<file path="src/rtl/i2c_tx_arbiter_pkg.sv">
// Shared definitions for the I2C TX-FIFO write-port arbiter.
// A TX word is {stop, start, data[7:0]}.
package i2c_tx_arbiter_pkg;

    localparam int TXW_W        = 10;
    localparam int TXW_STOP     = 9;
    localparam int TXW_START    = 8;
    localparam int TXW_DATA_MSB = 7;
    localparam int TXW_DATA_LSB = 0;

    typedef logic [TXW_DATA_MSB:TXW_DATA_LSB] txw_data_t;

    typedef enum logic {
        ST_IDLE = 1'b0,
        ST_LOCK = 1'b1
    } state_e;

    function automatic logic txw_is_stop(input logic [TXW_W-1:0] w);
        return w[TXW_STOP];
    endfunction

    function automatic logic txw_is_start(input logic [TXW_W-1:0] w);
        return w[TXW_START];
    endfunction

endpackage

</file>
<file path="src/rtl/i2c_tx_arbiter_rr_pick.sv">
// Combinational round-robin picker: first request at or after ptr, wrapping,
// using a masked lowest-set-bit search so no variable indexing is needed.
module i2c_rr_pick #(
    parameter int N  = 4,
    parameter int PW = 2
) (
    input  logic [N-1:0]  req,
    input  logic [PW-1:0] ptr,
    output logic [N-1:0]  win,
    output logic          any
);
    localparam logic [N-1:0] ONE = N'(1);

    logic [N-1:0] mask_s;
    logic [N-1:0] hi_s;
    logic [N-1:0] src_s;

    // Prefer requests at or above the pointer; fall back to the whole vector.
    always_comb begin
        mask_s = ~((ONE << ptr) - ONE);
        hi_s   = req & mask_s;
        src_s  = (|hi_s) ? hi_s : req;
        win    = src_s & (~src_s + ONE);
        any    = |req;
    end

endmodule

</file>
<file path="src/rtl/i2c_tx_arbiter.sv">
// Transaction-granular arbiter for the I2C master TX-FIFO write port.
// One requester owns the port from START to STOP; round-robin, stall timeout, abort.
module i2c_tx_arbiter
    import i2c_tx_arbiter_pkg::*;
#(
    parameter int              NREQ    = 4,
    parameter int              TO_W    = 16,
    parameter logic [TO_W-1:0] TIMEOUT = 16'd1000
) (
    input  logic                  ip_clk,
    input  logic                  rst_an,
    input  logic                  enable,
    input  logic [NREQ-1:0]       req_valid,
    input  logic [NREQ*TXW_W-1:0] req_data,
    output logic [NREQ-1:0]       req_ready,
    input  logic                  tx_full,
    output logic                  tx_wr,
    output logic [TXW_W-1:0]      tx_di,
    input  logic                  arb_fail,
    output logic [NREQ-1:0]       grant,
    output logic                  busy,
    output logic [NREQ-1:0]       abort,
    output logic                  sts_timeout,
    input  logic                  sts_clr
);
    localparam int              PTR_W   = $clog2(NREQ);
    localparam logic [TO_W-1:0] TO_ONE  = TO_W'(1);
    localparam logic [TO_W-1:0] TO_LAST = TIMEOUT - TO_ONE;
    localparam logic            TO_EN   = (TIMEOUT != '0);

    state_e            state_q, state_d;
    logic [NREQ-1:0]   grant_q, grant_d;
    logic [PTR_W-1:0]  rr_ptr_q, rr_ptr_d;
    logic [TO_W-1:0]   to_cnt_q, to_cnt_d;
    logic [NREQ-1:0]   abort_q, abort_d;
    logic              sts_timeout_q, sts_timeout_d;

    logic [NREQ-1:0]   cand_s;
    logic [NREQ-1:0]   pick_win_s;
    logic              pick_any_s;
    logic              own_valid_s;
    logic [TXW_W-1:0]  own_word_s;
    logic [PTR_W-1:0]  owner_idx_s;
    logic [PTR_W-1:0]  next_ptr_s;
    logic              to_hit_s;

    // Start candidates, owner's word/index and the post-owner rr pointer.
    always_comb begin
        cand_s      = '0;
        own_word_s  = '0;
        owner_idx_s = '0;
        for (int i = 0; i < NREQ; i++) begin
            cand_s[i]   = req_valid[i] & txw_is_start(req_data[i*TXW_W +: TXW_W]);
            own_word_s  = own_word_s | (req_data[i*TXW_W +: TXW_W] & {TXW_W{grant_q[i]}});
            owner_idx_s = owner_idx_s | (grant_q[i] ? PTR_W'(i) : '0);
        end
        own_valid_s = |(req_valid & grant_q);
        next_ptr_s  = (owner_idx_s == PTR_W'(NREQ - 1)) ? '0 : owner_idx_s + PTR_W'(1);
    end

    i2c_rr_pick #(
        .N  (NREQ),
        .PW (PTR_W)
    ) u_pick (
        .req (cand_s),
        .ptr (rr_ptr_q),
        .win (pick_win_s),
        .any (pick_any_s)
    );

    // FSM next state, timeout counter and the same-cycle FIFO write path.
    always_comb begin
        state_d       = state_q;
        grant_d       = grant_q;
        rr_ptr_d      = rr_ptr_q;
        to_cnt_d      = to_cnt_q;
        abort_d       = '0;
        sts_timeout_d = sts_timeout_q;
        req_ready     = '0;
        tx_wr         = 1'b0;
        tx_di         = '0;
        to_hit_s      = 1'b0;

        case (state_q)
            ST_IDLE: begin
                if (enable && pick_any_s) begin
                    state_d  = ST_LOCK;
                    grant_d  = pick_win_s;
                    to_cnt_d = '0;
                end else begin
                    state_d  = ST_IDLE;
                end
            end
            ST_LOCK: begin
                to_hit_s = TO_EN && !own_valid_s && (to_cnt_q == TO_LAST);
                // An abort cycle kills the offered word: ready stays low.
                if (arb_fail || to_hit_s) begin
                    state_d  = ST_IDLE;
                    grant_d  = '0;
                    abort_d  = grant_q;
                    rr_ptr_d = next_ptr_s;
                    to_cnt_d = '0;
                end else begin
                    req_ready = grant_q & {NREQ{!tx_full}};
                    if (own_valid_s && !tx_full) begin
                        tx_wr    = 1'b1;
                        tx_di    = own_word_s;
                        to_cnt_d = '0;
                        if (txw_is_stop(own_word_s)) begin
                            state_d  = ST_IDLE;
                            grant_d  = '0;
                            rr_ptr_d = next_ptr_s;
                        end else begin
                            state_d  = ST_LOCK;
                        end
                    end else if (!own_valid_s) begin
                        to_cnt_d = to_cnt_q + TO_ONE;
                    end else begin
                        to_cnt_d = to_cnt_q;
                    end
                end
            end
            default: begin
                state_d = ST_IDLE;
                grant_d = '0;
            end
        endcase

        if (to_hit_s) begin
            sts_timeout_d = 1'b1;
        end else if (sts_clr) begin
            sts_timeout_d = 1'b0;
        end else begin
            sts_timeout_d = sts_timeout_q;
        end
    end

    // State and status registers.
    always_ff @(posedge ip_clk or negedge rst_an) begin
        if (!rst_an) begin
            state_q       <= ST_IDLE;
            grant_q       <= '0;
            rr_ptr_q      <= '0;
            to_cnt_q      <= '0;
            abort_q       <= '0;
            sts_timeout_q <= 1'b0;
        end else begin
            state_q       <= state_d;
            grant_q       <= grant_d;
            rr_ptr_q      <= rr_ptr_d;
            to_cnt_q      <= to_cnt_d;
            abort_q       <= abort_d;
            sts_timeout_q <= sts_timeout_d;
        end
    end

    assign grant       = grant_q;
    assign busy        = (state_q == ST_LOCK);
    assign abort       = abort_q;
    assign sts_timeout = sts_timeout_q;

endmodule

</file>
<file path="config.mk">
export PLATFORM = sky130hd
export DESIGN_NAME = i2c_tx_arbiter
export DESIGN_NICKNAME = d
export VERILOG_FILES = /design/src/rtl/i2c_tx_arbiter_pkg.sv /design/src/rtl/i2c_tx_arbiter_rr_pick.sv /design/src/rtl/i2c_tx_arbiter.sv
export SDC_FILE = /design/constraint.sdc
export NUM_CORES = 1
export LEC_CHECK = 0
export ABC_AREA = 1
export ABC_CLOCK_PERIOD_IN_PS = 4410
export BUFFER_PORTS_ARGS = -buffer_cell sky130_fd_sc_hd__buf_2
export CORE_AREA = 8 8 79 81
export DETAILED_ROUTE_END_ITERATION = 8
export DIE_AREA = 0 0 87 89
export PLACE_DENSITY = 0.75
export SLEW_MARGIN = 30
export SYNTH_ARGS = -nofsm -noshare
export SYNTH_HDL_FRONTEND = slang
export SYNTH_SLANG_ARGS = --single-unit
</file>
<file path="constraint.sdc">
create_clock -name ip_clk -period 4.41 [get_ports ip_clk]
set_clock_uncertainty 0.05 [all_clocks]
set_input_delay 0.882 -clock ip_clk [delete_from_list [all_inputs] [get_ports ip_clk]]
set_output_delay 0.882 -clock ip_clk [all_outputs]
set_load 0.005 [all_outputs]
</file>
Yosys cells after proc, flatten, opt, wreduce, memory -nomap -nowiden
Index checks and enable logic that the tools add are counted.
Operators by class
  shifts and indexed selects: 1
  equal/unequal tests: 6
  reduce and logical (&&, ||, !) cells: 15
  muxes and demuxes: 36
  $add $sub $neg: 4
  bitwise gates (word level): 20
Operator list (count)
  $mux 16: 4
  $and 10x10->10: 4
  $mux 4: 9
  $pmux 16 s2: 1
  $mux 10: 3
  $or 10x10->10: 3
  $add 16x1->16 const B: 1
  $and 4x4->4: 4
  $eq 16x10->1 const B: 1
  $mux 2: 6
  $reduce_or 4->1: 3
  $mux 1: 11
  $not 4->4: 2
  $pmux 4 s2: 1
  $ne 3x1->1 const B: 2
  $reduce_and 3->1: 2
  $reduce_bool 2->1: 3
  $add 4x1->4 const B: 1
  $and 1x1->1: 4
  $ne 4x2->1 const B: 1
  $shl 1x2->4 const A: 1
  $sub 4x1->4 const B: 1
  $logic_and 1x1->1: 3
  $add 2x1->2 const B: 1
  9 further kinds: 10
Word-level totals
  word-level logic and storage cells: 88
  bits of input ports: 50
  register bits: 28

Longest topological paths before layout
Gate-level depths: netlist of run 1.
  depth in word-level cells: 11
  mapped depth: 11
  gate-level depth less buffers: 11

By module
A second synthesis of run 1 with hierarchy kept.
Second synthesis, totals
  cell total of the unflattened synthesis: 343
  area, all modules: 2245.9 um2
By module, submodules not included
  i2c_tx_arbiter: instances 1, cells an instance 318, area each 2125.8 um2
  i2c_rr_pick: instances 1, cells an instance 25, area each 120.1 um2

Worst setup path after synthesis of run 1
OpenSTA, ideal clock, no wires.
  kind: input port to output port
  start point: input req_valid[2]
  end point: output tx_di[0]
  arrival: 1.640 ns
  path slack: 1.838 ns
  cell stages on the path: 8
  required time: 3.478 ns
  path buffers: 0
  cell sequence: nand2_1 > nand2_2 > nor2_4 > nand3_4 > nand2_4 > nor2_2 > nand2_2 > nor2_1
Between the ends
  longest elaborated chain between the ends: 7
  elaborated cells between the ends (all ways): 9
  classes of those cells: 3 x mux; 1 x bitwise; 5 x reduce/logical
Ends and longest elaborated chain
  start: declaration: RTL line i2c_tx_arbiter.sv:13  | input logic [NREQ-1:0] req_valid,
  $and 4x4->4 *: RTL line i2c_tx_arbiter.sv:57  | own_valid_s = |(req_valid & grant_q);
  $reduce_or 4->1 *: RTL line i2c_tx_arbiter.sv:57
  $logic_not 1->1
  $logic_and 1x1->1: RTL line i2c_tx_arbiter.sv:95  | to_hit_s = TO_EN && !own_valid_s && (to_cnt_q == TO_LAST);
  $logic_or 1x1->1: RTL line i2c_tx_arbiter.sv:97  | if (arb_fail || to_hit_s) begin
  $mux 10 *: RTL line i2c_tx_arbiter.sv:97
  $mux 10 *: RTL line i2c_tx_arbiter.sv:84  | case (state_q)
  end: declaration: RTL line i2c_tx_arbiter.sv:18  | output logic [TXW_W-1:0] tx_di,
Mark *: on every way between the ends. The rest lies on a longest branch, timed or not.

Worst setup path in the final report of run 1
  start point: register grant_q[1], in the netlist grant[1]
  end point: output tx_di[1]
Between the ends
  longest elaborated chain between the ends: 7
  elaborated cells between the ends (all ways): 13
  classes of those cells: 3 x mux; 5 x bitwise; 5 x reduce/logical
Ends and longest elaborated chain
  start: declaration: RTL line i2c_tx_arbiter.sv:32  | logic [NREQ-1:0] grant_q, grant_d;
  start signal: assignment: RTL line i2c_tx_arbiter.sv:149  | grant_q <= grant_d;
  $and 10x10->10 or $and 4x4->4 (tied branches): RTL line i2c_tx_arbiter.sv:54, i2c_tx_arbiter.sv:57
  $or 10x10->10 or $reduce_or 4->1 (tied branches): RTL line i2c_tx_arbiter.sv:54, i2c_tx_arbiter.sv:57
  $or 10x10->10 or $logic_not 1->1 (tied branches)
  $or 10x10->10 or $logic_and 1x1->1 (tied branches): RTL line i2c_tx_arbiter.sv:54, i2c_tx_arbiter.sv:95
  $mux 10 or $logic_or 1x1->1 (tied branches): RTL line i2c_tx_arbiter.sv:105, i2c_tx_arbiter.sv:97
  $mux 10 *: RTL line i2c_tx_arbiter.sv:97
  $mux 10 *: RTL line i2c_tx_arbiter.sv:84
Marked as above.

==> results of run 1 <==
==> cells by family after synthesis <==
family / after synthesis / share of synthesized area
fa+ha+maj: 1 / 0.00574
simple gates: 209 / 0.452
buf+inv: 49 / 0.0993
flops: 28 / 0.321
compound gates: 35 / 0.122
==> power breakdown <==
group	total, uW	internal, uW	switching [uW]
logic	246	92.8	153
clock network	135	61.3	73.7
registers	318	278	40.1
==> final timing paths <==
check / start / end / slack, ns / depth (start not counted)
max: grant[1] / tx_di[1] / 1.31 / 9
min: to_cnt_q[14] / to_cnt_q[14] / 0.51 / 2
max reg2reg: grant[1] / to_cnt_q[12] / 2.44 / 9
min reg2reg: to_cnt_q[14] / to_cnt_q[14] / 0.51 / 2
max in group asynchronous: rst_an / grant[3] / 3.34 / 1
min in group asynchronous: rst_an / abort[3] / 0.56 / 1
==> stage by stage <==
step                utilization  std cells  hold slack [ns]  area [um2]
detailed placement        0.517        456            0.488        2570
floorplan                     -        322            0.443        2180
finish                    0.525        459            0.509        2620
global placement          0.517        456            0.479        2570
global route              0.525        459            0.521        2620
CTS                       0.525        459            0.504        2620
==> synthesized netlist by cell type <==
library cell and n:
nand2_1 82, nand3_1 48, nor2_1 45, inv_1 31, dfrtp_1 28, a221oi_1 9, a22o_1 9, nand4_1 9
o21ai_0 9, nand2_2 6, inv_2 5, nor2_2 5, nor3_1 5, o21ai_2 5, buf_4 4, clkbuf_1 4
nand2_4 3, buf_6 2, nor2_4 2, a21oi_1 1, buf_1 1, clkinv_1 1, ha_1 1, inv_4 1
nand3_4 1, nand4_2 1, nand4_4 1, nor3_2 1, o21bai_1 1, o22ai_1 1
==> layer usage <==
metal | part of all wire | GRT usage | up-vias
li1 | - | - | 1207
met1 | 0.44 | 0.214 | 1121
met2 | 0.50 | 0.289 | 58
met3 | 0.048 | 0.0267 | 7
met4 | 0.015 | 0.0642 | 0
met5 | 0 | 0 | -
==> cell type report <==
cell class | instances | area [um2]
Multi-Input combinational cell | 245 | 1260
Inverter | 38 | 145
Clock buffer | 3 | 41.3
Sequential cell | 28 | 701
Tap cell | 70 | 87.6
Fill cell | 530 | 2360
Timing Repair Buffer | 75 | 378
==> sequential cells by signal (all words and copies together) (netlist names) <==
name         count
abort            4
busy             1
grant            4
rr_ptr_q         2
sts_timeout      1
to_cnt_q        16
==> worst max-delay path, delay by kind of cell, from the launching register on <==
kind	cells	cell delay, ns
and+or+nand+nor	8	1.07
buffers and inverters	1	0.12
DFF	1	0.70
==> reports/qor.csv, run 1 <==
metric;value;unit
power.total;699;uW
worstPathMaxFanout;17;
finalCritPeriodShare;0.702;
grt_first_pass_wirelength;10700;um
cellPowerDensity;267;nW/um2
clock_sink_count;28;
drt_wl_total;6160;um
cts_setup_buffers;0;
timing.final.hold_violations;0;
cts_tree;yes;
mostFrequentLayoutCells;nand2_1, buf_2, nand3_1;
worstSkewPairLatency;0.27;ns
hp-class;flop to flop;
drt-vias-per-instance;5.21;
antenna_found_initial;0;
synthDistinctLibCells;30;
worstSetupPathType;flop to output pin;
grt_max_degree;29;
cts.htree.levels;1;
drtPass1Iterations;4;
synth_area_leader_cell;dfrtp_1;
synthesis.area;2180;um2
route.vias.total;2393;
path_clk_slew;0.08;ns
critical_path.slowest_cell;dfrtp_1;
netlist.area_leader.share;0.321;
cts_repair_resize_count;0;
gp_congestion;0.842;
result_of_the_run;finished, final reports clean;
n_antenna_cell;0;
post_cts_hold_buffer_count;0;
cap_viol_max_count;0;
count_of_standard_cell_rows;26;
clock-root-buffer;clkbuf_8;
number_of_synthesized_register_bits;28;
cp_cell_sequence;nand2_1 -> nand2_2 -> nor2_4 -> nand3_4 -> nand2_4 -> nor2_2 -> nand2_2 -> nor2_1 -> buf_2;
worstPathArrival;2.17;ns
core_region_area;4980;um2
synthesis.yosys.warnings;0;
globalRouteTotalUtil;0.171;
timing.final.ws_setup;1.31;ns
drt_first_iter_violations;166;
post-route-min-period;3.10;ns
dp.final_hpwl;4890;um
die_area;7740;um2
syn-instance-count;322;
preCtsSetupSlack;1.31;ns
slew_headroom;0.589;
timing_max_transition_violations_final;0;
post_route_drc;0;
routed_wire_length_per_instance;13.4;um
ir_worst_vdd;0.201;mV
proportion_of_layout_cells_with_a_drive_suffix_above_1;0.280;
lkg_pwr;0.00133;uW
crit_required;3.48;ns
ant_nets;0;
first_global_vias;2251;
mappedNetlistNets;373;
delay_of_the_slowest_cell_on_the_worst_path;0.70;ns
buffer_ports.inserted;74;
most_frequent_standard_cell_in_the_layout_excluding_fill_and_tap_cells;nand2_1;
tns;0;ns
critPathCaptureType;output pin;
setup_viol;0;
path_common_cell;nand2_2;
clock.fmax;323;MHz
die_height;89;um
signed_area_change_from_the_synthesized_netlist_to_the_final_layout;20.0;%
initial_core_utilization;0.438;
overall_die_width;87;um
ctsLongestPathBuffers;2;
grt_remaining_overflow;0;
rsz0062_at_grt;no;
critPathLaunchType;flop;
number_of_clock_buffers_inserted_by_tritoncts;3;
tightestPinTransition;0.617;ns
synth.top_cells.by_area;dfrtp_1, nand2_1, nand3_1;
finish.net_count;442;
design.portCount;75;
seq_area_frac_synth;0.321;
post_synth.cell_area_avg;6.77;um2
Note: power is estimated with default switching activity, not from simulation.
==> run 2, diff against run 1 <==
ABC_AREA = 0   (was 1)
ABC_CLOCK_PERIOD_IN_PS = 2700   (was 4410)
CORE_AREA = 8 8 76 78   (was 8 8 79 81)
DIE_AREA = 0 0 84 86   (was 0 0 87 89)
PLACE_DENSITY = 0.78   (was 0.75)
clock period = 2.7 ns   (was 4.41 ns; I/O delays follow)
==> run 2 against run 1 <==
Sequential power grew 61%. Synthesized area shrank 11%. Via count shrank 18%. Largest power group unchanged. Routed wire length shrank 2.2%. Critical path type unchanged. Die area shrank 6.7%. Power grew 78%. Final cell count shrank 24%.
==> reports/qor.csv, run 2 <==
metric;value;unit
result_of_the_run;finished, final reports clean;
setup_viol;0;
gr-usage-met2;0.274;
power_spent_charging_and_discharging_nets;464;uW
ant_nets;0;
rsz0062_at_grt;no;
count_of_standard_cell_rows;25;
post_route_drc;0;
largest_register_ff_count;16;
grt.met1_usage;0.198;
timing_max_transition_violations_final;0;
ctsLongestPathBuffers;2;
first_global_vias;2007;
buffer_ports.inserted;74;
number_of_fill_cells;429;
cts_setup_buffers;0;
number_of_synthesized_register_bits;28;
antenna_found_initial;0;
die_area;7220;um2
n_antenna_cell;0;
synth_enable_flop_cells;0;
synth_common_cells;dfrtp_1, a22oi_1, inv_1;
internal-power;780;uW
worstPathMaxFanout;6;
critPathCaptureType;output pin;
globalRouteTotalUtil;0.161;
post_cts_hold_buffer_count;0;
cell_count_of_the_worst_reg_to_reg_path;6;
initial_core_utilization;0.421;
lkg_pwr;0.00114;uW
post_synth.cell_area_avg;8.84;um2
cts.htree.levels;1;
clkPwrFrac;0.209;
dp.final_hpwl;4650;um
p_seq_frac;0.411;
worstSetupPathType;flop to output pin;
synthesis.yosys.warnings;0;
grt-busiest-layer;met2;
most_frequent_standard_cell_in_the_layout_excluding_fill_and_tap_cells;buf_2;
finish.net_count;347;
register_with_the_most_flip_flops;to_cnt_q;
routed_wire_length_per_instance;17.3;um
hp-class;input pin to asynchronous set/reset pin;
path_clk_slew;0.10;ns
post-route-min-period;2.42;ns
slew_headroom;0.584;
overall_die_width;84;um
drt_first_iter_violations;179;
synthDistinctLibCells;50;
critPathLaunchType;flop;
synthMostInstantiatedCell;dfrtp_1;
finalCritPeriodShare;0.895;
synthesis.area;1940;um2
worstPathArrival;1.83;ns
drtPass1Iterations;4;
drt-vias-per-instance;5.62;
core_region_area;4600;um2
tightestPinTransition;0.623;ns
grt_remaining_overflow;0;
grt_max_degree;29;
switching_share;0.373;
cts_tree;yes;
tns;0;ns
grt_use_met3;0.0294;
seq_area_frac_synth;0.362;
signed_area_change_from_the_synthesized_netlist_to_the_final_layout;25.5;%
netlist.area_leader.share;0.362;
design.portCount;75;
die_height;86;um
mappedNetlistNets;270;
timing.final.hold_violations;0;
synth_area_leader_cell;dfrtp_1;
crit_required;2.11;ns
mostFrequentLayoutCells;buf_2, dfrtp_1, a22oi_1;
synth.top_cells.by_area;dfrtp_1, a22oi_1, xor2_1;
clock.fmax;414;MHz
route.vias.total;1962;
grt_first_pass_wirelength;9790;um
proportion_of_synthesized_flip_flops_having_asynchronous_set_or_reset;1.00;
final_core_utilization;0.528;
proportion_of_layout_cells_with_a_drive_suffix_above_1;0.369;
postSynth.topFlopCell;dfrtp_1;
cts_repair_resize_count;0;
comb_power_share;0.380;
cap_viol_max_count;0;
drt_wl_total;6030;um
gp_congestion;0.951;
clock-root-buffer;clkbuf_8;
syn-instance-count;219;
ir_worst_vdd;0.494;mV
clock_sink_count;28;
number_of_clock_buffers_inserted_by_tritoncts;3;
worstSkewPairLatency;0.27;ns
cellPowerDensity;512;nW/um2
-- run 2: critical path, cell delays in order, from the launching register on --
cell,delay [ns]
dfrtp_1,0.41
ha_1,0.22
and4_1,0.22
nand4_1,0.15
o21ai_2,0.33
nor3_1,0.08
buf_2,0.14
-- run 2: power groups by stage --
stage / sequential, uW / combinational (uW) / clock [uW]
final: 511 / 473 / 260
after global routing: 519 / 519 / 283
after CTS: 511 / 472 / 267
after detailed placement: 519 / 471 / 0
after global placement: 516 / 462 / 0
after floorplan: 516 / 313 / 0
-- run 2: final timing paths --
| path | start | endpoint | slack, ns |
|---|---|---|---|
| setup / recovery | to_cnt_q[0] | req_ready[1] | 0.28 |
| hold / removal | rst_an | to_cnt_q[13] | 0.22 |
| setup reg to reg | to_cnt_q[0] | to_cnt_q[13] | 0.68 |
| hold reg to reg | sts_timeout | sts_timeout | 0.48 |
| max in group asynchronous | rst_an | to_cnt_q[12] | 1.97 |
| min in group ip_clk | sts_clr | sts_timeout | 0.39 |
-- run 2: per-layer routing --
metal / share of wire / vias to the layer above
met3: 0.043 / 10
li1: - / 958
met1: 0.41 / 940
met5: 0 / -
met2: 0.53 / 54
met4: 0.015 / 0
-- run 2: cell type report --
type,instances,area [um2],share of cell area
multi-input cells,164,1120,0.459
flip-flops and latches,28,701,0.288
repair buffers,81,423,0.174
inverters,18,67.6,0.0278
well taps,54,67.6,0.0278
clock buffers,4,55.1,0.0227
-- run 2: cells by family after synthesis --
logic type                 after synthesis  synth area share
DFF                                     28             0.362
muxes                                    2            0.0129
buffers and inverters                   27            0.0614
xor gates and xnor gates                11            0.0498
adders and majority gates                1           0.00646
and+or+nand+nor                         74             0.209
AOI/OAI and AO/OA                       76             0.299
-- run 2: per-stage QoR --
| stage | setup slack (ns) | cells | instance area (um2) | hold slack, ns | power [uW] |
|---|---|---|---|---|---|
| 3_5_place_dp | 0.449 | 345 | 2370 | 0.464 | 990 |
| 5_1_grt | 0.0671 | 349 | 2430 | 0.273 | 1320 |
| 2_1_floorplan | 0.828 | 219 | 1940 | 0.194 | 830 |
| 3_3_place_gp | 0.504 | 345 | 2370 | 0.452 | 977 |
| 4_1_cts | 0.277 | 349 | 2430 | 0.242 | 1250 |
| 6_report | 0.283 | 349 | 2430 | 0.222 | 1240 |
==> run 3, diff against run 2 <==
ABC_CLOCK_PERIOD_IN_PS = 2750   (was 2700)
CAP_MARGIN = 20   (was unset)
CORE_AREA = 8 8 75 77   (was 8 8 76 78)
DIE_AREA = 0 0 83 85   (was 0 0 84 86)
clock period = 2.75 ns   (was 2.7 ns; I/O delays follow)
==> run 3 against run 2 <==
Hold slack better by 0.0070 ns. Design area stayed put. Core utilization is 0.73 points higher. Non-clock buffer count stayed put. Combinational power is 4% lower.
==> reports/qor.csv, run 3 (synthesis results as in run 2) <==
metric;value;unit
ctsLongestPathBuffers;2;
globalRouteTotalUtil;0.158;
initial_core_utilization;0.427;
setup_viol;0;
rsz0062_at_grt;no;
clock_sink_count;28;
cellPowerDensity;500;nW/um2
grt_remaining_overflow;0;
result_of_the_run;finished, final reports clean;
drt_first_iter_violations;126;
most_frequent_standard_cell_in_the_layout_excluding_fill_and_tap_cells;buf_2;
number_of_clock_buffers_inserted_by_tritoncts;3;
finish.net_count;347;
ir_worst_vdd;0.475;mV
timing.final.hold_violations;0;
drt-vias-per-instance;5.61;
gp_congestion;0.882;
cell_count_of_the_worst_reg_to_reg_path;5;
register_with_the_most_flip_flops;to_cnt_q;
largest_register_ff_count;16;
core_region_area;4540;um2
post-route-min-period;2.51;ns
path_clk_slew;0.09;ns
die_area;7060;um2
worstPathMaxFanout;6;
die_height;85;um
clock-root-buffer;clkbuf_8;
grt_max_degree;29;
antenna_found_initial;0;
cap_viol_max_count;0;
route.vias.total;1958;
lkg_pwr;0.00114;uW
overall_die_width;83;um
hp-class;input pin to asynchronous set/reset pin;
drt_wl_total;5820;um
critPathCaptureType;output pin;
buffer_ports.inserted;74;
routed_wire_length_per_instance;16.7;um
post_cts_hold_buffer_count;0;
dp.final_hpwl;4580;um
ant_nets;0;
mostFrequentLayoutCells;buf_2, dfrtp_1, a22oi_1;
cts_tree;yes;
signed_area_change_from_the_synthesized_netlist_to_the_final_layout;25.5;%
crit_required;2.15;ns
proportion_of_layout_cells_with_a_drive_suffix_above_1;0.369;
timing_max_transition_violations_final;0;
critPathLaunchType;flop;
drtPass1Iterations;4;
tightestPinTransition;0.620;ns
first_global_vias;2002;
finalCritPeriodShare;0.912;
cts_repair_resize_count;0;
n_antenna_cell;0;
r2r_slack;0.73;ns
worstSetupPathType;flop to output pin;
post_route_drc;0;
cts.htree.levels;1;
design.portCount;75;
worstPathArrival;1.91;ns
postPlaceCellArea;2370;um2
clock.fmax;399;MHz
post-route-cell-area;2430;um2
count_of_standard_cell_rows;25;
slew_headroom;0.587;
cts_setup_buffers;0;
grt_first_pass_wirelength;9590;um
worstSkewPairLatency;0.27;ns
tns;0;ns
-- run 3: power breakdown --
part / leakage, uW / switching [uW] / internal [uW]
combinational: 0.000726 / 270 / 184
clock: 0.0000288 / 123 / 128
sequential: 0.000381 / 56.7 / 454
total: 0.00114 / 450 / 766
-- run 3: final timing paths --
path | from | end
worst min-delay path | rst_an | to_cnt_q[11]
worst min register to register | sts_timeout | sts_timeout
worst max register to register | to_cnt_q[12] | rr_ptr_q[0]
worst max-delay path | to_cnt_q[12] | req_ready[2]
max in group asynchronous | rst_an | grant[1]
min in group ip_clk | sts_clr | sts_timeout
-- run 3: metrics by stage --
step,utilization,power (uW),hold WS (ns),setup WS [ns],std cells
floorplan,-,815,0.204,0.858,219
global placement,0.524,959,0.457,0.578,345
detailed placement,0.524,970,0.472,0.532,345
CTS,0.536,1230,0.247,0.229,349
global route,0.536,1300,0.269,0.122,349
finish,0.536,1220,0.229,0.242,349
-- run 3: final cells by class --
type | instances | area, um2
clock buffers | 4 | 55.1
fillers | 425 | 2110
inverters | 18 | 67.6
multi-input cells | 164 | 1120
flip-flops and latches | 28 | 701
well taps | 54 | 67.6
repair buffers | 81 | 423
-- run 3: per-layer routing --
layer | part of all wire | track usage
met1 | 0.42 | 0.197
met2 | 0.53 | 0.275
met3 | 0.040 | 0.0287
met4 | 0.012 | 0.0367
met5 | 0 | 0
-- run 3: worst max-delay path, stage by stage, from the launching register on --
cell	delay, ns
dfrtp_1	0.42
nor4_1	0.39
nand4_1	0.25
o21ai_2	0.33
nor3_1	0.09
buf_2	0.15
